--- src/rtl/ucie_ctl_adapter_pkg.sv ---
// Shared types for the adapter-side RDI transmit path.
// State encoding and small arithmetic helpers.
package ucie_ctl_adapter_pkg;

    typedef enum logic [1:0] {
        IDLE   = 2'b00,
        ACTIVE = 2'b01,
        DRAIN  = 2'b10
    } rdi_tx_state_e;

    function automatic logic [15:0] sat_inc16(input logic [15:0] v);
        return (v == 16'hFFFF) ? v : v + 16'd1;
    endfunction

endpackage

--- src/rtl/ucie_ctl_sync_fifo.sv ---
// Synchronous FIFO with flush; head is the oldest entry, zero when empty.
// Full/empty derive from the occupancy count; pointers wrap naturally.
module ucie_ctl_sync_fifo #(
    parameter int DEPTH = 4,
    parameter int WIDTH = 64
) (
    input  logic                       i_clk,
    input  logic                       i_rst_n,
    input  logic                       push_i,
    input  logic                       pop_i,
    input  logic                       flush_i,
    input  logic [WIDTH-1:0]           data_i,
    output logic [WIDTH-1:0]           head_o,
    output logic [$clog2(DEPTH):0]     count_o,
    output logic                       full_o,
    output logic                       empty_o
);

    localparam int AW = $clog2(DEPTH);
    localparam int CW = AW + 1;

    logic [WIDTH-1:0] mem_q [DEPTH];
    logic [AW-1:0]    rd_q, rd_d;
    logic [AW-1:0]    wr_q, wr_d;
    logic [CW-1:0]    cnt_q, cnt_d;
    logic             do_push, do_pop;

    assign full_o  = (cnt_q == CW'(DEPTH));
    assign empty_o = (cnt_q == '0);
    assign count_o = cnt_q;
    assign head_o  = empty_o ? '0 : mem_q[rd_q];

    // Flush dominates; a pop or push in the same cycle is discarded.
    assign do_push = push_i & ~full_o & ~flush_i;
    assign do_pop  = pop_i & ~empty_o & ~flush_i;

    always_comb begin
        rd_d  = rd_q;
        wr_d  = wr_q;
        cnt_d = cnt_q;
        if (flush_i) begin
            rd_d  = '0;
            wr_d  = '0;
            cnt_d = '0;
        end else begin
            if (do_push) wr_d = wr_q + AW'(1);
            if (do_pop)  rd_d = rd_q + AW'(1);
            if (do_push && !do_pop) cnt_d = cnt_q + CW'(1);
            if (do_pop && !do_push) cnt_d = cnt_q - CW'(1);
        end
    end

    always_ff @(posedge i_clk or negedge i_rst_n) begin
        if (!i_rst_n) begin
            rd_q  <= '0;
            wr_q  <= '0;
            cnt_q <= '0;
        end else begin
            rd_q  <= rd_d;
            wr_q  <= wr_d;
            cnt_q <= cnt_d;
        end
    end

    always_ff @(posedge i_clk) begin
        if (do_push) mem_q[wr_q] <= data_i;
    end

endmodule

--- src/rtl/ucie_ctl_adapter_rdi_tx.sv ---
// Adapter-side RDI transmit stage: buffers core flits and hands them to
// the PHY over lp_valid/pl_trdy, draining (with timeout) on link disable.
module ucie_ctl_adapter_rdi_tx
    import ucie_ctl_adapter_pkg::*;
#(
    parameter int NBYTES        = 8,
    parameter int DEPTH         = 4,
    parameter int DRAIN_TIMEOUT = 16
) (
    input  logic                     i_clk,
    input  logic                     i_rst_n,
    input  logic                     i_enable,
    input  logic                     i_flush,
    input  logic                     i_tx_valid,
    input  logic [NBYTES*8-1:0]      i_tx_data,
    output logic                     o_tx_ready,
    input  logic                     i_rdi_pl_trdy,
    output logic                     o_rdi_lp_irdy,
    output logic                     o_rdi_lp_valid,
    output logic [NBYTES*8-1:0]      o_rdi_lp_data,
    output logic [$clog2(DEPTH):0]   o_fifo_count,
    output logic [15:0]              o_sent_cnt,
    output logic                     o_drop_err
);

    localparam int W  = NBYTES * 8;
    localparam int TW = $clog2(DRAIN_TIMEOUT) + 1;
    localparam logic [TW-1:0] TLAST = TW'(DRAIN_TIMEOUT - 1);

    rdi_tx_state_e state_q, state_d;
    logic [TW-1:0] timer_q, timer_d;
    logic [15:0]   sent_q, sent_d;
    logic          drop_q, drop_d;

    logic          full, empty, push, pop, timeout;
    logic [W-1:0]  head;

    ucie_ctl_sync_fifo #(
        .DEPTH (DEPTH),
        .WIDTH (W)
    ) u_fifo (
        .i_clk   (i_clk),
        .i_rst_n (i_rst_n),
        .push_i  (push),
        .pop_i   (pop),
        .flush_i (i_flush | timeout),
        .data_i  (i_tx_data),
        .head_o  (head),
        .count_o (o_fifo_count),
        .full_o  (full),
        .empty_o (empty)
    );

    assign push    = i_tx_valid & o_tx_ready;
    assign pop     = o_rdi_lp_valid & i_rdi_pl_trdy;
    assign timeout = (state_q == DRAIN) & ~empty & ~i_flush
                   & (timer_q == TLAST) & ~pop;

    always_ff @(posedge i_clk or negedge i_rst_n) begin
        if (!i_rst_n) begin
            state_q <= IDLE;
            timer_q <= '0;
            sent_q  <= '0;
            drop_q  <= 1'b0;
        end else begin
            state_q <= state_d;
            timer_q <= timer_d;
            sent_q  <= sent_d;
            drop_q  <= drop_d;
        end
    end

    always_comb begin
        state_d = state_q;
        unique case (state_q)
            IDLE: begin
                if (i_enable) state_d = ACTIVE;
            end
            ACTIVE: begin
                if (!i_enable) state_d = empty ? IDLE : DRAIN;
            end
            DRAIN: begin
                if (i_flush || empty || timeout) state_d = IDLE;
                else if (i_enable)               state_d = ACTIVE;
            end
            default: state_d = IDLE;
        endcase
    end

    // Timer counts consecutive DRAIN cycles without a pop.
    always_comb begin
        timer_d = '0;
        if (state_q == DRAIN && state_d == DRAIN && !pop)
            timer_d = timer_q + TW'(1);
        sent_d = (pop && !i_flush) ? sat_inc16(sent_q) : sent_q;
        drop_d = drop_q | timeout;
    end

    always_comb begin
        o_rdi_lp_irdy = 1'b0;
        o_tx_ready    = 1'b0;
        unique case (state_q)
            IDLE:    o_rdi_lp_irdy = 1'b0;
            ACTIVE: begin
                o_rdi_lp_irdy = 1'b1;
                o_tx_ready    = ~full & ~i_flush;
            end
            DRAIN:   o_rdi_lp_irdy = 1'b1;
            default: o_rdi_lp_irdy = 1'b0;
        endcase
        o_rdi_lp_valid = o_rdi_lp_irdy & ~empty;
        o_rdi_lp_data  = head;
        o_sent_cnt     = sent_q;
        o_drop_err     = drop_q;
    end

endmodule
--- config.mk ---
export PLATFORM = sky130hd
export DESIGN_NAME = ucie_ctl_adapter_rdi_tx
export DESIGN_NICKNAME = d
export VERILOG_FILES = /design/src/rtl/ucie_ctl_adapter_pkg.sv /design/src/rtl/ucie_ctl_sync_fifo.sv /design/src/rtl/ucie_ctl_adapter_rdi_tx.sv
export SDC_FILE = /design/constraint.sdc
export NUM_CORES = 1
export LEC_CHECK = 0
export ABC_AREA = 1
export CORE_ASPECT_RATIO = 0.8
export CORE_UTILIZATION = 40
export DETAILED_ROUTE_END_ITERATION = 6
export PLACE_DENSITY_LB_ADDON = 0.1
export SETUP_SLACK_MARGIN = 0.15
export SLEW_MARGIN = 20
export SYNTH_ARGS = -nofsm -noshare
export SYNTH_HDL_FRONTEND = slang
export SYNTH_HIERARCHICAL = 1
export SYNTH_SLANG_ARGS = --single-unit
--- constraint.sdc ---
create_clock -name i_clk -period 11.55 [get_ports i_clk]
set_clock_uncertainty 0.15 [all_clocks]
set_input_delay 2.31 -clock i_clk [delete_from_list [all_inputs] [get_ports i_clk]]
set_output_delay 2.31 -clock i_clk [all_outputs]
set_load 0.005 [all_outputs]
==> flow_metrics.env <==
export IMPL_ys_ff_latch=287
export IMPL_core_um2=28700
export IMPL_outcome="completed"
export IMPL_finalCriticalPeriod_ns=5.983
export IMPL_h_tree_depth=1
export IMPL_clock_latency_ns=0.55
export IMPL_layout_setup_ws_ns=5.567
export IMPL_cts_buffer_depth=3
export IMPL_cts_tree="done"
export IMPL_port_buffers=156
export IMPL_grt_max_degree=97
export IMPL_routed_via_density=4.840
export IMPL_synth_enable_flop_cells=256
export IMPL_num_fill_cells=2549
export IMPL_die_w_um=194.3
export IMPL_ys_dominant_reg_cell="edfxtp_1"
export IMPL_slew_headroom_pct=28.76
export IMPL_placedCellCount=1506
export IMPL_die_h_um=155.8
export IMPL_max_freq_mhz=167.1
export IMPL_hold_slack_ns=0.3196
export IMPL_crit_path_max_fanout=96
export IMPL_antenna_found_initial=2
export IMPL_synthArstFlopShare_pct=10.80
export IMPL_synth_most_common_cell="nor2_1"
export IMPL_min_from="timer_q[0]$_DFF_PN0_"
export IMPL_hold_viol_final=0
export IMPL_critPathKind="register to primary output"
export IMPL_grt_pass1_wl_um=41720
export IMPL_slowest_stage="buf_4"
export IMPL_cp_depth=5
export IMPL_clock_root_buffer="clkbuf_16"
export IMPL_crit_end="o_rdi_lp_data[45]"
export IMPL_final_util_pct=50.89
export IMPL_yosys_top_cells_count="289 x nor2_1, 256 x edfxtp_1, 136 x o21ai_0"
export IMPL_seq_area_frac_synth_pct=71.54
export IMPL_max_vdd_ir_drop_v=0.0001162
export IMPL_drc=0
export IMPL_worstSetupEndpointType="primary output"
export IMPL_reg2regPathDepth=12
export IMPL_avgSynthCellArea_um2=11.59
export IMPL_drt_iter0_drc=381
export IMPL_io_pin_count=157
export IMPL_synth_area_top_cells="edfxtp_1 65%, nor2_1 9.2%, dfrtp_1 6.6%, o21ai_0 5.8%, a21oi_1 2.9%"
export IMPL_r2r_slack_ns=7.87
export IMPL_cts_resized=0
export IMPL_required_ns=9.09
export IMPL_clkTransAtPathRegs_ns=0.06
export IMPL_synth_cell_area_um2=11830
export IMPL_critPathLaunchType="register"
export IMPL_cts_setup_buffers=0
export IMPL_dr_total_vias=7575
export IMPL_power_density_nw_per_um2=196.8
export IMPL_fin_crit_sh_pct=51.80
export IMPL_fin_setup_tns_ns=0
export IMPL_cp_arrival_ns=3.52
export IMPL_grt_pass1_vias=7436
export IMPL_wl_per_cell_um=16.86
export IMPL_synth_top_area_share_pct=64.98
export IMPL_dp_slack_ns=5.587
export IMPL_ctsHoldBuffers=0
export IMPL_ys_types=32
export IMPL_crit_chain="clkinv_2 -> buf_4 -> o21ai_0 -> a21oi_1 -> clkdlybuf4s50_1"
export IMPL_worstSetupStartpoint="u_fifo/rd_q[0]$_DFFE_PN0P_"
export IMPL_initial_utilization_pct=41.23
export IMPL_area_growth_syn_to_layout_pct=23.44
export IMPL_hold_path_class="register to register"
export IMPL_rr_startpoint="u_fifo/count_o[0]$_DFFE_PN0P_"
export IMPL_ant_nets=0
export IMPL_tightest_slew_ns=1.069
export IMPL_firstDrtPassIters=5
export IMPL_rsz0062_at_grt="no"
export IMPL_placementRows=55
export IMPL_path_buf_inv=3
export IMPL_finalSetupViolCount=0
export IMPL_final_nets=1251
export IMPL_fin_cells=1565
export IMPL_synth_top_area_cell="edfxtp_1"
export IMPL_wl_um=26390
export IMPL_synthCells=1021
export IMPL_r2r_end="u_fifo/mem_q[2][15]$_DFFE_PP_"
export IMPL_grt_use_total_pct=17.72
export IMPL_cts_made_buffers=31
export IMPL_drv_slew=0
export IMPL_gp_congestion=0.7821
export IMPL_p_leak_uw=0.005118
export IMPL_cts_sinks=287
export IMPL_maxCapViolations=0
export IMPL_mappedNetlistNets=1103
export IMPL_ys_warn_count=6
export IMPL_grt_ovfl_total=0
export IMPL_layout_drive_gt1_share_pct=6.203
export IMPL_dp_hpwl_um=14120
export IMPL_cpPeakStageDelay_ns=0.81
export IMPL_critPathTopFamily="buffers and inverters"
export IMPL_die_area_um2=30270
[layer usage]
metal / routed length (um) / share of wire, % / vias up / GRT usage, %
li1: - / - / 3810 / -
met1: 12460 / 47 / 3580 / 24.77
met2: 12140 / 46 / 149 / 28.69
met3: 1374 / 5.2 / 36 / 3.740
met4: 414 / 1.6 / 0 / 3.553
met5: 0 / 0 / - / 0
[where the power goes]
| group | internal (uW) | switching (uW) |
|---|---|---|
| Sequential | 1170 | 45.0 |
| Clock | 513 | 377 |
| Combinational | 367 | 400 |
[layout by cell type, fill, tap and decap left out, drive strengths merged, types with 2 or more instances in the layout]
master	instances
a21boi	2
a21oi	70
buf	10
clkbuf	46
clkdlybuf4s50	156
clkinv	11
dfrtp	31
diode	2
edfxtp	256
ha	11
inv	41
nand2	96
nand3	14
nor2	292
o21ai	141
xnor2	7
xor2	4
[logic make-up after synthesis]
group           after synthesis  share of synthesized area, %
fa+ha+maj                    12                         1.333
buf+inv                      93                         3.808
xor+xnor                     11                        0.8779
flops                       287                         71.54
compound gates              213                         9.117
simple gates                405                         13.33
[per-stage QoR]
| step | area (um2) | total power, uW |
|---|---|---|
| final | 14600 | 2874 |
| after global routing | 14600 | 3033 |
| after CTS | 14600 | 2919 |
| after detailed placement | 13680 | 2018 |
| after global placement | 13680 | 2016 |
| after floorplan | 11830 | 1581 |
[sequential cells by signal, indices dropped and copies added (netlist names)]
register	count
state_q	2
u_fifo/rd_q	2
u_fifo/wr_q	2
o_sent_cnt	16
u_fifo/mem_q	256
u_fifo/count_o	3
o_drop_err	1
timer_q	5
[area by class of cell]
type | instances | area, um2 | area share [%]
timing repair buffer | 166 | 1637 | 11.21
clock inverter | 11 | 60.06 | 0.4113
antenna | 2 | 5.005 | 0.03427
tap | 370 | 462.9 | 3.170
sequential | 287 | 8468 | 57.99
multi-input combinational | 641 | 2947 | 20.18
clock buffer | 46 | 862.1 | 5.904
inverter | 42 | 161.4 | 1.105
[how the worst min path moves through the flow]
stage                                 to  cells after the start  slack (ns)
global placement    timer_q[0]$_DFF_PN0_                      1        0.31
global route        timer_q[0]$_DFF_PN0_                      1        0.33
detailed placement  timer_q[0]$_DFF_PN0_                      1        0.31
floorplan           timer_q[0]$_DFF_PN0_                      1        0.28
finish              timer_q[0]$_DFF_PN0_                      1        0.32
CTS                 timer_q[0]$_DFF_PN0_                      1        0.32
Power figures use the tool's default switching activity.
==> RTL edit, RTL diff (config.mk and constraints unchanged) <==
The 3 states of `rdi_tx_state_e` get a one-hot encoding in 3 bits.
--- a/src/rtl/ucie_ctl_adapter_pkg.sv
+++ b/src/rtl/ucie_ctl_adapter_pkg.sv
@@ -3,8 +3,8 @@
 package ucie_ctl_adapter_pkg;
 
-    typedef enum logic [1:0] {
-        IDLE   = 2'b00,
-        ACTIVE = 2'b01,
-        DRAIN  = 2'b10
+    typedef enum logic [2:0] {
+        IDLE   = 3'b001,
+        ACTIVE = 3'b010,
+        DRAIN  = 3'b100
     } rdi_tx_state_e;
 
Check against the original RTL: same outputs for any inputs over 4 cycles, from zero or initial values and one cycle with i_rst_n low; so few cycles prove little.
==> RTL edit against the unedited design <==
Cell area is 0.47% higher; first-iteration DRC count rose by 7.3%; sequential cell count rose by 1; synthesized area barely moved; hold slack gained 3.7 ps; global-route usage is essentially flat; sequential share of layout area decreased by 0.093 points; largest cell class unchanged; cell count fell by 0.51%; setup slack got worse by 180 ps; critical path depth rose by 2; routed wire length increased by 1.5%.
Power is not compared: it rests on default switching activity, and its combinational part moved more than twofold at a synthesized area within 25%.
==> RTL edit: results (changes against the unedited design) <==
status=finished clean; via count=7659 (+1.1%); CTS Root Cell=clkbuf_16; Hold WS=323.3 ps (+3.690 ps); vias in the first global route=7450 (+0.19%); gpl congestion=0.7726 (-1.2%); gr usage total=0.1769 (-0.0002988); CP endpoint=o_rdi_lp_data[5]; CP startpoint=u_fifo/rd_q[1]; synthesized area per cell=11.64 um^2 (+0.45%); Routed WL=26.78 mm (+1.5%); reg2reg path depth=13 (+1); largest net degree at the start of global routing=99 (+2.1%); first-pass GRT wire length=41.80 mm (+0.20%); FF-to-FF Start=u_fifo/count_o[1]; largest cells by area after synthesis=edfxtp_1 65%, nor2_1 8.9%, dfrtp_1 6.6%, o21ai_0 5.7%, a21oi_1 2.9%; synth warn=6 (unchanged); Synth async-reset ratio=0.1111 (+0.003097); nets=1241 (-0.80%); dpl hpwl=14.65 mm (+3.7%); R2R Path End=u_fifo/mem_q[1][6]; crit path DAT=3700 ps (+180 ps); Clock Path Buffers=3 (unchanged); Vias/cell=4.919 (+1.6%); Placed Cells incl. Taps=1501 (-0.33%); FILL cells=2559 (+0.39%); synth cell count leaders=279 x nor2_1, 256 x edfxtp_1, 135 x o21ai_0; share of cells above drive strength 1=0.06324 (+0.001209); R2R Setup Slk=7040 ps (-830 ps); sequential share of the synthesized area=0.7179 (+0.002525); DR pass1 iterations=6 (+1); Slew HR=0.3658 (+0.07815)
-- RTL edit: metrics by stage --
stage / power [W] / utilization / worst slack [ps]
after CTS: 0.002461 / 0.5101 / 5337
after global routing: 0.002524 / 0.5112 / 5164
after global placement: 0.001526 / 0.4766 / 5498
after floorplan: 0.001321 / - / 5209
final: 0.002431 / 0.5113 / 5390
after detailed placement: 0.001527 / 0.4766 / 5492
-- RTL edit: kinds of logic after synthesis --
group | after synthesis | share of synthesized area
fa+ha+maj | 8 | 0.009099
flops | 288 | 0.7179
buf+inv | 91 | 0.03693
compound gates | 209 | 0.08877
simple gates | 407 | 0.1377
xor+xnor | 13 | 0.009629
-- RTL edit: final cells by class --
class                      count  area [um^2]  share of cell area
inverter                      40        152.6             0.01040
sequential                   288         8494              0.5790
tap                          370        462.9             0.03155
clock buffer                  45        875.8             0.05970
antenna                        1        2.502           0.0001706
clock inverter                 9        86.33            0.005884
timing repair buffer         167         1668              0.1137
multi-input combinational    637         2929              0.1996
-- RTL edit: metal layers --
layer / track usage / vias to the layer above / share of wire
li1: - / 3813 / -
met1: 0.2414 / 3658 / 0.47
met2: 0.2881 / 146 / 0.46
met3: 0.03718 / 40 / 0.047
met4: 0.04686 / 2 / 0.023
met5: 0 / - / 0.00037
-- RTL edit: power by group through the flow --
stage	combinational [W]	clock [W]	sequential (W)
after floorplan	0.000131	0	0.00119
after global placement	0.000334	0	0.00119
after detailed placement	0.000335	0	0.00119
after CTS	0.000337	0.000953	0.00117
after global routing	0.000362	0.000988	0.00117
final	0.000330	0.000930	0.00117
-- RTL edit: critical path: stages, from the launching register on --
cell and delay (ps):
dfrtp_2 340, buf_4 700, clkinv_2 470, buf_4 490
nor2_1 180, o21ai_0 110, a21oi_1 270, clkdlybuf4s50_1 560
